## config.mk

```make
export PLATFORM = sky130hd
export DESIGN_NAME = instr_sequencer
export DESIGN_NICKNAME = d
export VERILOG_FILES = /design/src/rtl/tron_isa_pkg.sv /design/src/rtl/instr_decoder.sv /design/src/rtl/instr_sequencer.sv
export SDC_FILE = /design/constraint.sdc
export NUM_CORES = 1
export LEC_CHECK = 0
export CAP_MARGIN = 30
export CORE_ASPECT_RATIO = 1.2
export CORE_MARGIN = 3
export CORE_UTILIZATION = 48
export DETAILED_ROUTE_END_ITERATION = 6
export GPL_ROUTABILITY_DRIVEN = 0
export GPL_TIMING_DRIVEN = 0
export HOLD_SLACK_MARGIN = 0.12
export PLACE_DENSITY_LB_ADDON = 0.1
export SYNTH_ARGS = -nofsm -noshare
export SYNTH_HDL_FRONTEND = slang
export SYNTH_SLANG_ARGS = --single-unit
```

## constraint.sdc

```tcl
create_clock -name clk -period 4.6 [get_ports clk]
set_input_delay 0.69 -clock clk [delete_from_list [all_inputs] [get_ports clk]]
set_output_delay 0.69 -clock clk [all_outputs]
set_load 0.01 [all_outputs]
```

## src/rtl/tron_isa_pkg.sv

```systemverilog
// Shared ISA constants, instruction classes and sequencer state encoding.
// Latency: none. This file holds declarations only.
// Backpressure: none.
package tron_isa_pkg;

    // Major opcode field instr[15:12]
    localparam logic [3:0] OP_RR    = 4'h0;  // register-register ALU group (holds CMP)
    localparam logic [3:0] OP_EXT   = 4'h4;  // LOAD/STOR/JAL/Jcond group, selected by opext
    localparam logic [3:0] OP_CMPI  = 4'hB;
    localparam logic [3:0] OP_BCOND = 4'hC;

    // Extended opcode field instr[7:4]
    localparam logic [3:0] EXT_LOAD  = 4'h0;
    localparam logic [3:0] EXT_STOR  = 4'h4;
    localparam logic [3:0] EXT_JAL   = 4'h8;
    localparam logic [3:0] EXT_CMP   = 4'hB;
    localparam logic [3:0] EXT_JCOND = 4'hC;

    // Condition codes carried on flagOp
    localparam logic [3:0] COND_EQ  = 4'h0;
    localparam logic [3:0] COND_NE  = 4'h1;
    localparam logic [3:0] COND_CS  = 4'h2;
    localparam logic [3:0] COND_CC  = 4'h3;
    localparam logic [3:0] COND_HI  = 4'h4;
    localparam logic [3:0] COND_LS  = 4'h5;
    localparam logic [3:0] COND_GT  = 4'h6;
    localparam logic [3:0] COND_LE  = 4'h7;
    localparam logic [3:0] COND_FS  = 4'h8;
    localparam logic [3:0] COND_FC  = 4'h9;
    localparam logic [3:0] COND_LO  = 4'hA;
    localparam logic [3:0] COND_HS  = 4'hB;
    localparam logic [3:0] COND_LT  = 4'hC;
    localparam logic [3:0] COND_GE  = 4'hD;
    localparam logic [3:0] COND_UC  = 4'hE;
    localparam logic [3:0] COND_JAL = 4'hF;

    typedef enum logic [2:0] {
        CLS_ALU,
        CLS_CMP,
        CLS_LOAD,
        CLS_STOR,
        CLS_BCOND,
        CLS_JCOND,
        CLS_JAL
    } instr_class_t;

    typedef enum logic [2:0] {
        ST_FETCH,
        ST_DECODE,
        ST_EXEC,
        ST_MEM,
        ST_PCUPD
    } state_t;

endpackage

```

## src/rtl/instr_decoder.sv

```systemverilog
// Combinational instruction decoder: class, condition field, sign-extended displacement.
// Latency: zero cycles (pure combinational). Backpressure: none.
// Ports: instr (latched instruction) -> cls, cond (instr[11:8]), illegal (Bcond cond=F),
//        disp (instr[DISP_BITS-1:0] sign-extended to WIDTH).
import tron_isa_pkg::*;

module instr_decoder #(
    parameter int WIDTH     = 16,
    parameter int DISP_BITS = 8
) (
    input  logic [15:0]      instr,
    output instr_class_t     cls,
    output logic [3:0]       cond,
    output logic             illegal,
    output logic [WIDTH-1:0] disp
);

    logic [3:0] op;
    logic [3:0] opext;

    assign op    = instr[15:12];
    assign opext = instr[7:4];
    assign cond  = instr[11:8];
    assign disp  = {{(WIDTH-DISP_BITS){instr[DISP_BITS-1]}}, instr[DISP_BITS-1:0]};

    always_comb begin
        cls     = CLS_ALU;
        illegal = 1'b0;
        if (op == OP_BCOND) begin
            cls = CLS_BCOND;
            // cond=F has no branch meaning; the sequencer treats it as a plain PC+1.
            illegal = (cond == COND_JAL);
        end else if (op == OP_EXT) begin
            case (opext)
                EXT_LOAD:  cls = CLS_LOAD;
                EXT_STOR:  cls = CLS_STOR;
                EXT_JAL:   cls = CLS_JAL;
                EXT_JCOND: cls = CLS_JCOND;
                default:   cls = CLS_ALU;
            endcase
        end else if (op == OP_CMPI || (op == OP_RR && opext == EXT_CMP)) begin
            cls = CLS_CMP;
        end
    end

endmodule

```

## src/rtl/instr_sequencer.sv

```systemverilog
// Multi-cycle control FSM: FETCH -> DECODE -> EXEC -> {MEM} -> PCUPD, one PC strobe per instruction.
// Latency: 4 cycles per instruction, 5+ with MEM; PC strobe in the last (PCUPD) cycle.
// Backpressure: only via memReady in MEM when SEQ_MEM_WAIT_EN is defined; otherwise none.
// Ports: clk/reset (async active-low); instrIn sampled in FETCH; rsrcData sampled in DECODE;
//        pcAdd/pcBranch/pcJump strobes; flagOp/immediate/rTarget held from DECODE to next DECODE;
//        instrReg latched instruction; regWrite/flagWrite/memWrite/linkWrite enables.
// Option macro SEQ_MEM_WAIT_EN: MEM waits for memReady; undefined means MEM lasts one cycle.
import tron_isa_pkg::*;

module instr_sequencer #(
    parameter int WIDTH     = 16,
    parameter int DISP_BITS = 8
) (
    input  logic             clk,
    input  logic             reset,
    input  logic [15:0]      instrIn,
    input  logic [WIDTH-1:0] rsrcData,
    input  logic             memReady,
    output logic             pcAdd,
    output logic             pcBranch,
    output logic             pcJump,
    output logic [3:0]       flagOp,
    output logic [WIDTH-1:0] immediate,
    output logic [WIDTH-1:0] rTarget,
    output logic [15:0]      instrReg,
    output logic             regWrite,
    output logic             flagWrite,
    output logic             memWrite,
    output logic             linkWrite
);

    state_t           state;
    state_t           state_nxt;
    instr_class_t     cls;
    logic [3:0]       cond;
    logic             illegal;
    logic [WIDTH-1:0] disp;
    logic             mem_done;
    logic             is_branch;
    logic [3:0]       flag_nxt;
    logic [WIDTH-1:0] imm_nxt;
    logic [WIDTH-1:0] rt_nxt;

    instr_decoder #(
        .WIDTH     (WIDTH),
        .DISP_BITS (DISP_BITS)
    ) u_decoder (
        .instr   (instrReg),
        .cls     (cls),
        .cond    (cond),
        .illegal (illegal),
        .disp    (disp)
    );

`ifdef SEQ_MEM_WAIT_EN
    assign mem_done = memReady;
`else
    // MEM is always a single cycle; memReady has no effect on the result.
    assign mem_done = 1'b1 | memReady;
`endif

    assign is_branch = (cls == CLS_BCOND) && !illegal;

    // Values captured at the end of DECODE and held until the next DECODE.
    always_comb begin
        flag_nxt = COND_UC;
        imm_nxt  = '0;
        rt_nxt   = '0;
        case (cls)
            CLS_BCOND: begin
                if (!illegal) begin
                    flag_nxt = cond;
                    imm_nxt  = disp;
                end
            end
            CLS_JCOND: begin
                flag_nxt = cond;
                imm_nxt  = rsrcData;
            end
            CLS_JAL: begin
                flag_nxt = COND_JAL;
                rt_nxt   = rsrcData;
            end
            default: ;
        endcase
    end

    always_ff @(posedge clk or negedge reset) begin
        if (!reset) begin
            state     <= ST_FETCH;
            instrReg  <= '0;
            flagOp    <= COND_UC;
            immediate <= '0;
            rTarget   <= '0;
        end else begin
            state <= state_nxt;
            if (state == ST_FETCH) begin
                instrReg <= instrIn;
            end
            if (state == ST_DECODE) begin
                flagOp    <= flag_nxt;
                immediate <= imm_nxt;
                rTarget   <= rt_nxt;
            end
        end
    end

    always_comb begin
        state_nxt = state;
        pcAdd     = 1'b0;
        pcBranch  = 1'b0;
        pcJump    = 1'b0;
        regWrite  = 1'b0;
        flagWrite = 1'b0;
        memWrite  = 1'b0;
        linkWrite = 1'b0;
        case (state)
            ST_FETCH:  state_nxt = ST_DECODE;
            ST_DECODE: state_nxt = ST_EXEC;
            ST_EXEC: begin
                regWrite  = (cls == CLS_ALU);
                flagWrite = (cls == CLS_ALU) || (cls == CLS_CMP);
                linkWrite = (cls == CLS_JAL);
                if (cls == CLS_LOAD || cls == CLS_STOR) begin
                    state_nxt = ST_MEM;
                end else begin
                    state_nxt = ST_PCUPD;
                end
            end
            ST_MEM: begin
                memWrite = (cls == CLS_STOR);
                // Load data is written back in the last MEM cycle only.
                if (mem_done) begin
                    regWrite  = (cls == CLS_LOAD);
                    state_nxt = ST_PCUPD;
                end
            end
            ST_PCUPD: begin
                state_nxt = ST_FETCH;
                if (is_branch) begin
                    pcBranch = 1'b1;
                end else if (cls == CLS_JCOND || cls == CLS_JAL) begin
                    pcJump = 1'b1;
                end else begin
                    pcAdd = 1'b1;
                end
            end
            default: state_nxt = ST_FETCH;
        endcase
    end

endmodule

```

==> After elaboration in Yosys (flattened, before gate mapping) <==
Cells that the tools add are included.
{ "op_classes": {"eq_ne": 18, "mux": 24, "n_reduce_logical": 11} }
{ "op_table": {"columns": ["op", "n"], "rows": [
  ["two-way mux 16 bit", 2],
  ["one-hot mux 16 bit (2 select lines)", 1],
  ["== test 4 bit (second input constant)", 6],
  ["one-hot mux 3 bit (4 select lines)", 2],
  ["two-way mux 1 bit", 13],
  ["== test 3 x 2 -> 1 bit (second input constant)", 4],
  ["== test 3 bit (second input constant)", 4],
  ["one-hot mux 4 bit (3 select lines)", 1],
  ["two-way mux 3 bit", 3],
  ["== test 4 x 3 -> 1 bit (second input constant)", 2],
  ["logical NOT 4 bit", 2],
  ["== test 3 x 1 -> 1 bit (second input constant)", 2],
  ["logical NOT 3 bit", 2],
  ["logical OR 1 bit", 4],
  ["two-way mux 4 bit", 1],
  ["logical AND 1 bit", 2],
  ["one-hot mux 1 bit (2 select lines)", 1],
  ["logical NOT 1 bit", 1]
]} }
{ "word_totals": {"ff_bits": 55, "in_bits": 35, "output_inout_bits": 59, "wordCells": 58} }

==> Depth between registers and ports, before layout <==
Gate-level depths: netlist of the first run.
{ "logic_depth": {"ltp_word": 11, "depth_mapped": 6, "ltp_nobuf": 4} }

==> By module <==
A second synthesis of the first run with hierarchy kept.
{ "unflattened": {"hier_cells": 224, "area_unflattened_um2": 2602.5} }
{ "by_module_without_submodules": {"columns": ["module", "n_inst", "cells_each", "area_per_inst_um2", "seq_area_each_um2"], "rows": [
  ["instr_sequencer", 1, 190, 2351.0, 1380.1],
  ["instr_decoder", 1, 34, 251.5, 0.0]
]} }

==> Least setup slack after synthesis of the first run <==
Ideal clock, no wire load.
{ "synth_timing": {"path_type": "register -> output", "startpoint": "reg instrReg[15]", "endpoint": "out memWrite", "arrival_time_ps": 1737, "required_time_ps": 3910, "setup_slack_ps": 2173, "stages_incl_launch_ff": 6, "n_path_buf": 2, "cell_sequence": "dfrtp_1 -> buf_6 -> or3_4 -> or3_1 -> buf_6 -> a211oi_1"} }
{ "synth_via": {"elab_chain_len": 8, "elab_cells_between_ends": 11, "classes_between": "eq/ne: 4; mux: 4; reduce/logical: 3"} }
{ "synth_rtl": {"columns": ["element", "line", "text"], "rows": [
  ["start, declared", "instr_sequencer.sv:25", "output logic [15:0] instrReg,"],
  ["start signal, assigned", "instr_sequencer.sv:98", "instrReg <= instrIn;"],
  ["logical NOT 4 bit", "instr_decoder.sv:41", "end else if (op == OP_CMPI || (op == OP_RR && opext == EXT_CMP)) begin"],
  ["logical AND 1 bit", "instr_decoder.sv:41", null],
  ["logical OR 1 bit", "instr_decoder.sv:41", null],
  ["two-way mux 1 bit", "instr_decoder.sv:41", null],
  ["two-way mux 3 bit", "instr_decoder.sv:33", "end else if (op == OP_EXT) begin"],
  ["two-way mux 3 bit *", "instr_decoder.sv:29", "if (op == OP_BCOND) begin"],
  ["== test 3 x 2 -> 1 bit *", "instr_sequencer.sv:131", "memWrite = (cls == CLS_STOR);"],
  ["two-way mux 1 bit *", "instr_sequencer.sv:117", "case (state)"],
  ["end, declared", "instr_sequencer.sv:28", "output logic memWrite,"]
]} }
Mark *: on every way between the ends. The rest lies on a longest branch, timed or not.

==> Final worst setup path of the first run <==
{ "layout_timing": {"startpoint": "reg instrReg[14]", "endpoint": "out regWrite"} }
{ "layout_via": {"elab_chain_len": 8, "elab_cells_between_ends": 12, "classes_between": "eq/ne: 4; mux: 4; reduce/logical: 4"} }
{ "layout_rtl": {"columns": ["element", "line", "text"], "rows": [
  ["logical NOT 4 bit", "instr_decoder.sv:41", null],
  ["logical AND 1 bit", "instr_decoder.sv:41", null],
  ["logical OR 1 bit", "instr_decoder.sv:41", null],
  ["two-way mux 1 bit", "instr_decoder.sv:41", null],
  ["two-way mux 3 bit", "instr_decoder.sv:33", null],
  ["two-way mux 3 bit *", "instr_decoder.sv:29", null],
  ["== test 3 x 2 -> 1 bit or logical NOT 3 bit (tied branches)", "instr_sequencer.sv:134, instr_sequencer.sv:121", null],
  ["one-hot mux 1 bit (2 select lines) *", "instr_sequencer.sv:117", null],
  ["end, declared", "instr_sequencer.sv:26", "output logic regWrite,"]
]} }
Marked as above.

==> results of run 1 <==
-- final timing paths --
check | startpoint | end | slack [ns] | cells after the start
setup / recovery | instrReg[14]$_DFFE_PN0P_ | regWrite | 1.34 | 6
hold / removal | reset | rTarget[15]$_DFFE_PN0P_ | 0.38 | 1
setup reg to reg | instrReg[4]$_DFFE_PN0P_ | rTarget[14]$_DFFE_PN0P_ | 2.61 | 5
hold reg to reg | immediate[4]$_DFFE_PN0P_ | immediate[4]$_DFFE_PN0P_ | 0.50 | 2
max in group asynchronous | reset | rTarget[2]$_DFFE_PN0P_ | 3.66 | 2
min in group clk | immediate[4]$_DFFE_PN0P_ | immediate[4]$_DFFE_PN0P_ | 0.50 | 2
-- layout by cell type (no fill, tap or decap), drive strengths merged, types with 3 or more instances in the layout --
cell,count
a22o,16
buf,12
clkbuf,10
clkdlybuf4s50,91
dfrtp,52
dfstp,3
inv,14
mux2,13
nand2,28
nand3,6
nand4,5
nor2,9
nor3,3
o211ai,19
o21ai,4
o22a,3
-- metal layers --
metal	wire, um	up-vias
li1	-	998
met1	2650	1017
met2	3130	68
met3	402	7
met4	63	0
met5	0	-
-- flip-flops by register name (all words and copies together) (netlist names) --
name / count
immediate: 16
flagOp: 4
state: 3
instrReg: 16
rTarget: 16
-- cells by family (layout without fill, tap and decap cells) --
| family | Yosys count | after routing | synth area share |
|---|---|---|---|
| and+or+nand+nor | 66 | 66 | 0.160 |
| AOI/OAI and AO/OA | 56 | 56 | 0.189 |
| DFF | 55 | 55 | 0.537 |
| buffers and inverters | 28 | 129 | 0.0574 |
| muxes | 13 | 13 | 0.0570 |
-- metrics by stage --
| stage | worst slack (ns) | utilization |
|---|---|---|
| 2_1_floorplan | 2.17 | - |
| 3_3_place_gp | 1.17 | 0.707 |
| 3_5_place_dp | 1.72 | 0.710 |
| 4_1_cts | 1.36 | 0.727 |
| 5_1_grt | 1.21 | 0.727 |
| 6_report | 1.34 | 0.727 |
-- final cells by class --
type                    instances  area share
repair buffers                 93       0.255
multi-input cells             135       0.284
clock buffers                   6      0.0198
flip-flops and latches         55       0.376
clock inverters                 2     0.00341
well taps                      60      0.0205
inverters                      14      0.0143
plain buffers                  14      0.0259
-- Yosys cell counts (all sizes together), types with 2 or more instances --
library cell,count
o221ai,2
a211oi,2
o22a,3
or3,2
nor3,3
nand3,6
dfrtp,52
and3b,2
nor2b,2
nand2,28
nor3b,2
clkbuf,4
buf,10
o21a,2
or3b,2
nand4,5
mux2,13
nor2,9
o211ai,19
inv,14
o21ai,4
dfstp,3
a22o,16
-- power breakdown --
part	switching, mW	leakage, nW	total [mW]	internal [mW]
Sequential	0.112	0.716	0.742	0.631
Combinational	0.477	0.797	0.985	0.508
Clock	0.156	0.0412	0.263	0.107
==> key figures, run 1 <==
GRT
  – Overall track demand over capacity in global routing: 0.210
  – GR Util met3: 0.0492
  – Pin count of the biggest net entering global routing: 31
  – Most used routing layer: met2
  – Wire length of the first global-routing pass: 10300 um
  – Met2 usage in global routing: 0.351
  – Antenna violations before repair: 0
  – Number of global-route vias before repair: 2124
  – Leftover overflow at the end of global routing: 0
  – GR Layer Usage met1: 0.278

Routing
  – Initial detailed-routing violation count: 89
  – 1st-pass router iterations: 4
  – WL final: 6250 um
  – Via count normalized by instance count: 5.51
  – Routed len/inst: 16.5 um
  – Number of antenna-violating nets in the routed design: 0
  – Via count: 2090
  – Count of unresolved DRC violations after routing: 0

Worst setup path
  – Worst path slowest cell: sky130_fd_sc_hd__clkdlybuf4s50_1
  – Sort of element at the end of the critical path: output port
  – Largest delay contributor family on the critical path: buffers and inverters
  – Buf+Inv Stages, Crit Path: 2
  – Maximum net fanout on the critical path: 10
  – Crit path arrival time: 2.57 ns
  – Largest incremental delay on the critical path: 0.61 ns
  – Critical Path, Cell by Cell: buf_2 -> and4b_2 -> a41oi_4 -> nand2_1 -> a2111oi_2 -> clkdlybuf4s50_1
  – Kind of start point of the critical path: flop
  – Worst EP required: 3.91 ns
  – Kind of critical path: reg2out

Timing
  – Highest clock rate: 0.307 GHz
  – Final Skew: 0.00788 ns
  – Final sum of negative setup slack: 0 ns
  – Transition time at the pin with the least slew margin: 0.846 ns
  – Final number of setup-violating endpoints: 0
  – Share of the clock period used by the worst path after layout: 0.708
  – Post-route worst hold slack: 0.381 ns
  – Fin. Hold Viols: 0
  – Max_slew headroom: 0.433
  – Max-slew violation total from the final report: 0
  – Min Clock Period, post-route: 3.26 ns
  – RSZ-0062 raised after global routing: false

Synth
  – Share of the synthesized area in the top cell type: 0.506
  – Top FF cell, synth: sky130_fd_sc_hd__dfrtp_1
  – Warnings, synthesis: 0
  – Share of synthesized area occupied by flip-flops and latches: 0.537
  – Post-Syn Nets: 253
  – Seq cells post-synth: 55
  – Top cells by area in the synthesized netlist: sky130_fd_sc_hd__dfrtp_1 (51%), sky130_fd_sc_hd__mux2_2 (5.7%), sky130_fd_sc_hd__o211ai_1 (5.6%)
  – Cell area after synthesis: 0.00257 sq mm
  – Cells after Synth: 218
  – Post-synthesis cell type with the largest combined area: sky130_fd_sc_hd__dfrtp_1
  – Distinct cell type count after synthesis: 49
  – Avg Cell Area, Syn: 11.8 sq um
  – Share of flip-flops with an asynchronous set or reset: 1.00
  – EDFF count, synth: 0

Clock network
  – Clock sinks: 55
  – # Post-CTS Setup Buffers: 0
  – Number of buffers created by CTS: 5
  – Number of gates resized after CTS: 0
  – Depth of the CTS H-tree: 2
  – Clock slew at reported path FFs: 0.10 ns
  – CTS hold repair buffers: 0
  – Clock tree from TritonCTS: done
  – Worst-skew pair later-pin latency: 0.31 ns
  – Clock Root Buffer: sky130_fd_sc_hd__clkbuf_8
  – Buffer depth of the longest clock path: 2

Final layout
  – Antenna diodes: 0
  – Area occupied by registers: 0.00138 sq mm
  – Nets@finish: 353
  – Non-filler instance count after layout: 379
  – Syn-to-layout area delta: 42.6%
  – Post-route standard cell area excluding fillers: 0.00367 sq mm
  – Share of cells above drive strength 1: 0.160
  – Multi-input combinational cell area: 0.00104 sq mm
  – Filler Cell Count: 389

Flow run
  – Total of max-cap violations: 0

Floorplan
  – Core Area: 0.00504 sq mm
  – Die X: 72.8 um
  – Floorplan die area: 0.00627 sq mm
  – Chip Height: 86.2 um
  – Std-Cell Rows: 28
  – Total I/O pin count: 94
  – Initial cell density of the core: 0.509

Place
  – Placed instance count: 371
  – Standard cell area after detailed placement: 0.00358 sq mm
  – HPWL Detailed: 4780 um
  – Port buffer count: 92

Worst hold path
  – Hold Crit Class: in2async

Power
  – Leak pwr: 1.55 nW
  – Pwr Total: 1.99 mW
  – Peak supply drop: 0.000340 V
  – Pwr Density: 543 mW/mm^2

Outcome
  – Status: completed
(Power assumes the default switching activity.)
==> inputs of run 2 (changes only) <==
Settings changed: CORE_UTILIZATION 48 to 40.
Clock period 4.6 ns to 2.7 ns, I/O delays scaled along.
==> run 2 against run 1 <==
Combinational power rose by 76%. Global-route usage decreased by 2.3 points. Sequential power is 70% higher. Worst hold slack better by 0.12 ns. Critical path depth up 1. Clock-buffer cell count did not move. Via count rose by 2.0%. Wire length up 6.4%. Register-to-register slack got worse by 1.9 ns. Critical endpoint is now pcAdd. Highest routed layer unchanged.
==> key figures, run 2 (synthesis results as in run 1) <==
GRT
  – Leftover overflow at the end of global routing: 0 (unchanged)
  – Antenna violations before repair: 0 (unchanged)
  – Pin count of the biggest net entering global routing: 32 (+3.2%)
  – Most used routing layer: met2
  – GR Util met3: 0.0336 (-0.0156)
  – Met2 usage in global routing: 0.333 (-0.0177)
  – GR Layer Usage met1: 0.236 (-0.0419)
  – Number of global-route vias before repair: 2154 (+1.4%)
  – Overall track demand over capacity in global routing: 0.187 (-0.0233)
  – Wire length of the first global-routing pass: 10900 um (+5.9%)

Final layout
  – Share of cells above drive strength 1: 0.193 (+0.0334)
  – Core utilization of the finished layout: 0.615 (-0.111)
  – Non-filler instance count after layout: 408 (+7.7%)
  – Most frequent cells in the layout: sky130_fd_sc_hd__clkdlybuf4s50_1 (87), sky130_fd_sc_hd__dfrtp_1 (50), sky130_fd_sc_hd__nand2_1 (28)
  – Nets@finish: 361 (+2.3%)
  – Antenna diodes: 0 (unchanged)
  – Top Registers: immediate: 16 flops, instrReg: 16 flops, rTarget: 16 flops
  – Syn-to-layout area delta: 46.7%
  – Most common cell after layout, fill and taps aside: sky130_fd_sc_hd__clkdlybuf4s50_1

Clock network
  – Clock tree from TritonCTS: done
  – Clock Root Buffer: sky130_fd_sc_hd__clkbuf_8
  – Worst-skew pair later-pin latency: 0.30 ns (about the same)
  – Clock slew at reported path FFs: 0.09 ns (about the same)
  – Clock sinks: 55 (unchanged)
  – Depth of the CTS H-tree: 2 (unchanged)
  – Number of buffers created by CTS: 5 (unchanged)
  – Buffer depth of the longest clock path: 2 (unchanged)

Place
  – Pre-CTS WS: 0.0824 ns (-1.64 ns)
  – Placed instance count: 393 (+5.9%)
  – HPWL Detailed: 5080 um (+6.1%)
  – Port buffer count: 92 (unchanged)

Floorplan
  – Floorplan die area: 0.00743 sq mm (+18%)
  – Die X: 79.2 um (+8.8%)
  – Total I/O pin count: 94 (unchanged)
  – Std-Cell Rows: 31 (+11%)
  – Initial cell density of the core: 0.419 (-0.0901)
  – Core Area: 0.00613 sq mm (+21%)
  – Chip Height: 93.8 um (+8.9%)

Power
  – Pwr Total: 3.46 mW (+74%)
  – Leak pwr: 1.61 nW (+3.3%)
  – Peak supply drop: 0.000503 V (+48%)
  – Pwr Density: 916 mW/mm^2 (+69%)

Timing
  – Post-route setup slack: 0.0785 ns (-1.26 ns)
  – Fin. Hold Viols: 0 (unchanged)
  – Max_slew headroom: 0.396 (-0.0372)
  – Transition time at the pin with the least slew margin: 0.902 ns (+0.0555 ns)
  – Final Skew: 0.00464 ns (-0.00324 ns)
  – Final number of setup-violating endpoints: 0 (unchanged)
  – Post-route worst hold slack: 0.503 ns (+0.122 ns)
  – Share of the clock period used by the worst path after layout: 0.971
  – Min Clock Period, post-route: 2.62 ns
  – Highest clock rate: 0.381 GHz
  – RSZ-0062 raised after global routing: false
  – Max-slew violation total from the final report: 0 (unchanged)

Routing
  – WL final: 6650 um (+6.4%)
  – Via count: 2132 (+2.0%)
  – Via count normalized by instance count: 5.23 (-5.2%)
  – Routed len/inst: 16.3 um (-1.2%)
  – Count of unresolved DRC violations after routing: 0 (unchanged)
  – Number of antenna-violating nets in the routed design: 0 (unchanged)
  – Initial detailed-routing violation count: 39 (-56%)
  – 1st-pass router iterations: 4 (unchanged)

Worst setup path
  – Worst flop-to-flop path endpoint: instrReg[15]$_DFFE_PN0P_
  – RR Startpoint: state[0]$_DFF_PN0_
  – Worst EP required: 2.30 ns (-1.61 ns)
  – Kind of critical path: reg2out
  – Sort of element at the end of the critical path: output port
  – Length in cells of the worst reg-to-reg path: 4 (-1)
  – Crit path arrival time: 2.22 ns (-0.35 ns)
  – Reg2Reg Setup Slack: 0.67 ns (-1.94 ns)
  – Maximum net fanout on the critical path: 9 (-1)
  – Kind of start point of the critical path: flop

Worst hold path
  – Number of stages on the worst hold path: 2
  – Hold Crit Class: reg2reg
  – Beginning of the worst hold path: immediate[9]$_DFFE_PN0P_
  – Worst hold endpoint: immediate[9]$_DFFE_PN0P_

Flow run
  – Total of max-cap violations: 0 (unchanged)

Outcome
  – Status: completed
-- run 2: cell count changes in the layout (fill, tap and decap cells not counted), moves of 2 or more --
| cell | before | now |
|---|---|---|
| sky130_fd_sc_hd__clkdlybuf4s15_1 | 0 | 2 |
| sky130_fd_sc_hd__clkdlybuf4s50_1 | 91 | 87 |
| sky130_fd_sc_hd__dfrtp_2 | 0 | 2 |
| sky130_fd_sc_hd__buf_4 | 4 | 11 |
| sky130_fd_sc_hd__dfrtp_1 | 52 | 50 |
| sky130_fd_sc_hd__dlygate4sd2_1 | 0 | 2 |
-- run 2: worst max-delay path, cell delays in order (launching register included) --
cell and delay, ns:
sky130_fd_sc_hd__dfrtp_1 0.39, sky130_fd_sc_hd__buf_6 0.15, sky130_fd_sc_hd__or3_4 0.35, sky130_fd_sc_hd__or3_1 0.37, sky130_fd_sc_hd__buf_6 0.16, sky130_fd_sc_hd__nand4_2 0.09, sky130_fd_sc_hd__and3b_1 0.17, sky130_fd_sc_hd__clkdlybuf4s15_1 0.23
-- run 2: final cells by class --
cell class,instances,area (sq um)
tap,82,103
timing repair buffer,101,996
fill,546,2360
multi-input combinational,135,1050
inverter,14,52.6
sequential,55,1380
clock buffer,6,82.6
buffer,14,95.1
clock inverter,1,5.00
-- run 2: what timing repair did --
action,in CTS,in global routing
hold buffers,1,0
setup endpoints to repair,4,3
buffers inserted,5,2
pin swaps,1,1
gates cloned,0,0
endpoints found under the hold margin,21,0
resized for setup,7,4
-- run 2: layer usage --
layer | part of all wire | vias up
met5 | 0 | -
met4 | 0.0047 | 0
met3 | 0.050 | 2
met2 | 0.52 | 66
met1 | 0.42 | 1052
li1 | - | 1012
-- run 2: report_power, final --
part / leakage, nW / internal [mW] / switching (mW) / total, mW
sequential: 0.714 / 1.08 / 0.186 / 1.26
combinational: 0.844 / 0.894 / 0.840 / 1.73
clock: 0.0470 / 0.202 / 0.256 / 0.458
total: 1.61 / 2.17 / 1.28 / 3.46
-- run 2: worst max-delay path by stage --
stage | end | from | cells after the start | slack [ns]
global placement | instrReg[12]$_DFFE_PN0P_ | reset | 1 | -0.49
global route | pcAdd | instrReg[15]$_DFFE_PN0P_ | 7 | 0.005
finish | pcAdd | instrReg[15]$_DFFE_PN0P_ | 7 | 0.08
CTS | memWrite | instrReg[15]$_DFFE_PN0P_ | 6 | 0.03
floorplan | memWrite | instrReg[15]$_DFFE_PN0P_ | 5 | 0.56
detailed placement | memWrite | instrReg[12]$_DFFE_PN0P_ | 5 | 0.08
-- run 2: stage by stage --
stage	TNS, ns	area (sq um)
after floorplan	0	2570
after global placement	-25.16	3590
after detailed placement	0	3610
after CTS	0	3750
after global routing	0	3770
final	0	3770
==> inputs of run 3 (changes only) <==
Settings changed: MAX_ROUTING_LAYER from default to met4, SLEW_MARGIN from default to 10.
==> run 3 against run 2 <==
Clock power about the same. Sequential share of layout area unchanged. Final area unchanged. Largest cell class unchanged. Wire length hardly changed. Critical path type unchanged.
==> key figures, run 3 (synthesis results as in run 1) <==
Outcome
  – Status: completed

Floorplan
  – Chip Height: 93.8 um (unchanged)
  – Die X: 79.2 um (unchanged)
  – Floorplan die area: 0.00743 sq mm (unchanged)
  – Total I/O pin count: 94 (unchanged)
  – Std-Cell Rows: 31 (unchanged)
  – Initial cell density of the core: 0.419 (unchanged)
  – Core Area: 0.00613 sq mm (unchanged)

Timing
  – Transition time at the pin with the least slew margin: 0.913 ns (+0.0117 ns)
  – Final sum of negative setup slack: 0 ns (unchanged)
  – Highest clock rate: 0.382 GHz (about the same)
  – Post-route setup slack: 0.0800 ns (+0.00147 ns)
  – Final number of setup-violating endpoints: 0 (unchanged)
  – Fin. Hold Viols: 0 (unchanged)
  – Min Clock Period, post-route: 2.62 ns (-0.00147 ns)
  – Final Skew: 0.00474 ns (+0.0000972 ns)
  – Share of the clock period used by the worst path after layout: 0.970 (about the same)
  – Max-slew violation total from the final report: 0 (unchanged)
  – Max_slew headroom: 0.388 (-0.00787)
  – RSZ-0062 raised after global routing: false

Clock network
  – Clock sinks: 55 (unchanged)
  – Clock slew at reported path FFs: 0.09 ns (about the same)
  – Number of buffers created by CTS: 5 (unchanged)
  – Worst-skew pair later-pin latency: 0.30 ns (about the same)
  – Clock tree from TritonCTS: done
  – Depth of the CTS H-tree: 2 (unchanged)
  – Buffer depth of the longest clock path: 2 (unchanged)
  – Clock Root Buffer: sky130_fd_sc_hd__clkbuf_8

GRT
  – Overall track demand over capacity in global routing: 0.192 (+0.00466)
  – Pin count of the biggest net entering global routing: 32 (unchanged)
  – Leftover overflow at the end of global routing: 0 (unchanged)
  – Antenna violations before repair: 0 (unchanged)
  – Number of global-route vias before repair: 2159 (+0.23%)
  – Wire length of the first global-routing pass: 10900 um (-0.13%)

Routing
  – 1st-pass router iterations: 4 (unchanged)
  – Via count normalized by instance count: 5.23 (about the same)
  – Via count: 2133 (+0.047%)
  – Number of antenna-violating nets in the routed design: 0 (unchanged)
  – Initial detailed-routing violation count: 47 (+21%)
  – Count of unresolved DRC violations after routing: 0 (unchanged)
  – Routed len/inst: 16.3 um (about the same)
  – WL final: 6650 um (about the same)

Final layout
  – Syn-to-layout area delta: 46.7% (unchanged)
  – Non-filler instance count after layout: 408 (unchanged)
  – Most common cell after layout, fill and taps aside: sky130_fd_sc_hd__clkdlybuf4s50_1
  – Antenna diodes: 0 (unchanged)
  – Core utilization of the finished layout: 0.615 (unchanged)
  – Top Registers: immediate: 16 flops, instrReg: 16 flops, rTarget: 16 flops
  – Post-route standard cell area excluding fillers: 0.00377 sq mm (unchanged)
  – Most frequent cells in the layout: sky130_fd_sc_hd__clkdlybuf4s50_1 (87), sky130_fd_sc_hd__dfrtp_1 (50), sky130_fd_sc_hd__nand2_1 (28)
  – Share of cells above drive strength 1: 0.193 (unchanged)
  – Nets@finish: 361 (unchanged)

Worst setup path
  – Worst EP required: 2.30 ns (about the same)
  – Buf+Inv Stages, Crit Path: 3 (unchanged)
  – Largest incremental delay on the critical path: 0.39 ns (about the same)
  – Sort of element at the end of the critical path: output port
  – Crit path arrival time: 2.22 ns (about the same)
  – Worst path slowest cell: sky130_fd_sc_hd__dfrtp_1
  – Largest delay contributor family on the critical path: simple AND/OR/NAND/NOR gates
  – Most numerous cell on the critical path: sky130_fd_sc_hd__buf_6
  – Kind of critical path: reg2out
  – Kind of start point of the critical path: flop
  – Critical Path, Cell by Cell: buf_6 -> or3_4 -> or3_1 -> buf_6 -> nand4_2 -> and3b_1 -> clkdlybuf4s15_1
  – Maximum net fanout on the critical path: 9 (unchanged)

Place
  – HPWL Detailed: 5080 um (unchanged)
  – Standard cell area after detailed placement: 0.00361 sq mm (unchanged)
  – Placed instance count: 393 (unchanged)
  – Pre-CTS WS: 0.0824 ns (unchanged)
  – Port buffer count: 92 (unchanged)

Power
  – Leak pwr: 1.61 nW (unchanged)
  – Peak supply drop: 0.000503 V (about the same)
  – Pwr Density: 916 mW/mm^2 (about the same)

Flow run
  – Total of max-cap violations: 0 (unchanged)

Worst hold path
  – Hold Crit Class: reg2reg
## run 3: cell counts in the layout (fill, tap and decap cells not counted)
Identical to the previous run, type by type.
## run 3: worst register-to-register path: cells and delay by family, from the launching register on
kind / cells / cell delay, ns
flops: 1 / 0.38
buf+inv: 2 / 0.48
mux: 1 / 0.34
simple gates: 1 / 0.74
## run 3: path summary, 6_finish.rpt
path	from	end	slack, ns	cells after the start
worst max-delay path	instrReg[15]$_DFFE_PN0P_	pcAdd	0.08	7
worst min-delay path	immediate[9]$_DFFE_PN0P_	immediate[9]$_DFFE_PN0P_	0.50	2
worst max register to register	state[0]$_DFF_PN0_	instrReg[15]$_DFFE_PN0P_	0.66	4
worst min register to register	immediate[9]$_DFFE_PN0P_	immediate[9]$_DFFE_PN0P_	0.50	2
max in group asynchronous	reset	instrReg[13]$_DFFE_PN0P_	1.47	3
min in group asynchronous	reset	rTarget[13]$_DFFE_PN0P_	0.65	2
## run 3: layout make-up
cell class | count | area, sq um
Clock inverter | 1 | 5.00
Multi-Input combinational cell | 135 | 1050
Timing Repair Buffer | 101 | 996
Tap cell | 82 | 103
Inverter | 14 | 52.6
Sequential cell | 55 | 1380
Buffer | 14 | 95.1
Clock buffer | 6 | 82.6
Fill cell | 546 | 2360
## run 3: power by group
| part | total [mW] | internal (mW) | switching (mW) |
|---|---|---|---|
| sequential | 1.26 | 1.08 | 0.186 |
| clock | 0.458 | 0.202 | 0.255 |
| combinational | 1.73 | 0.894 | 0.840 |
## run 3: through the flow
stage	hold slack (ns)	total power, mW
after detailed placement	0.437	2.99
final	0.503	3.45
after global placement	0.474	2.95
after global routing	0.524	3.67
after floorplan	0.109	2.22
after CTS	0.507	3.48
## run 3: what timing repair did
item | 4_1_cts | 5_1_grt
endpoints found under the setup margin | 4 | 3
endpoints found under the hold margin | 21 | 0
setup buffers | 5 | 2
resized for setup | 7 | 4
hold buffers | 1 | 0
pin swaps | 1 | 1
## run 3: metal layers
layer,global-route usage,wire length [um],vias up
met4,0.0387,25,0
met5,-,0,-
met1,0.237,2890,1057
met2,0.332,3470,62
met3,0.0317,268,2
li1,-,-,1012
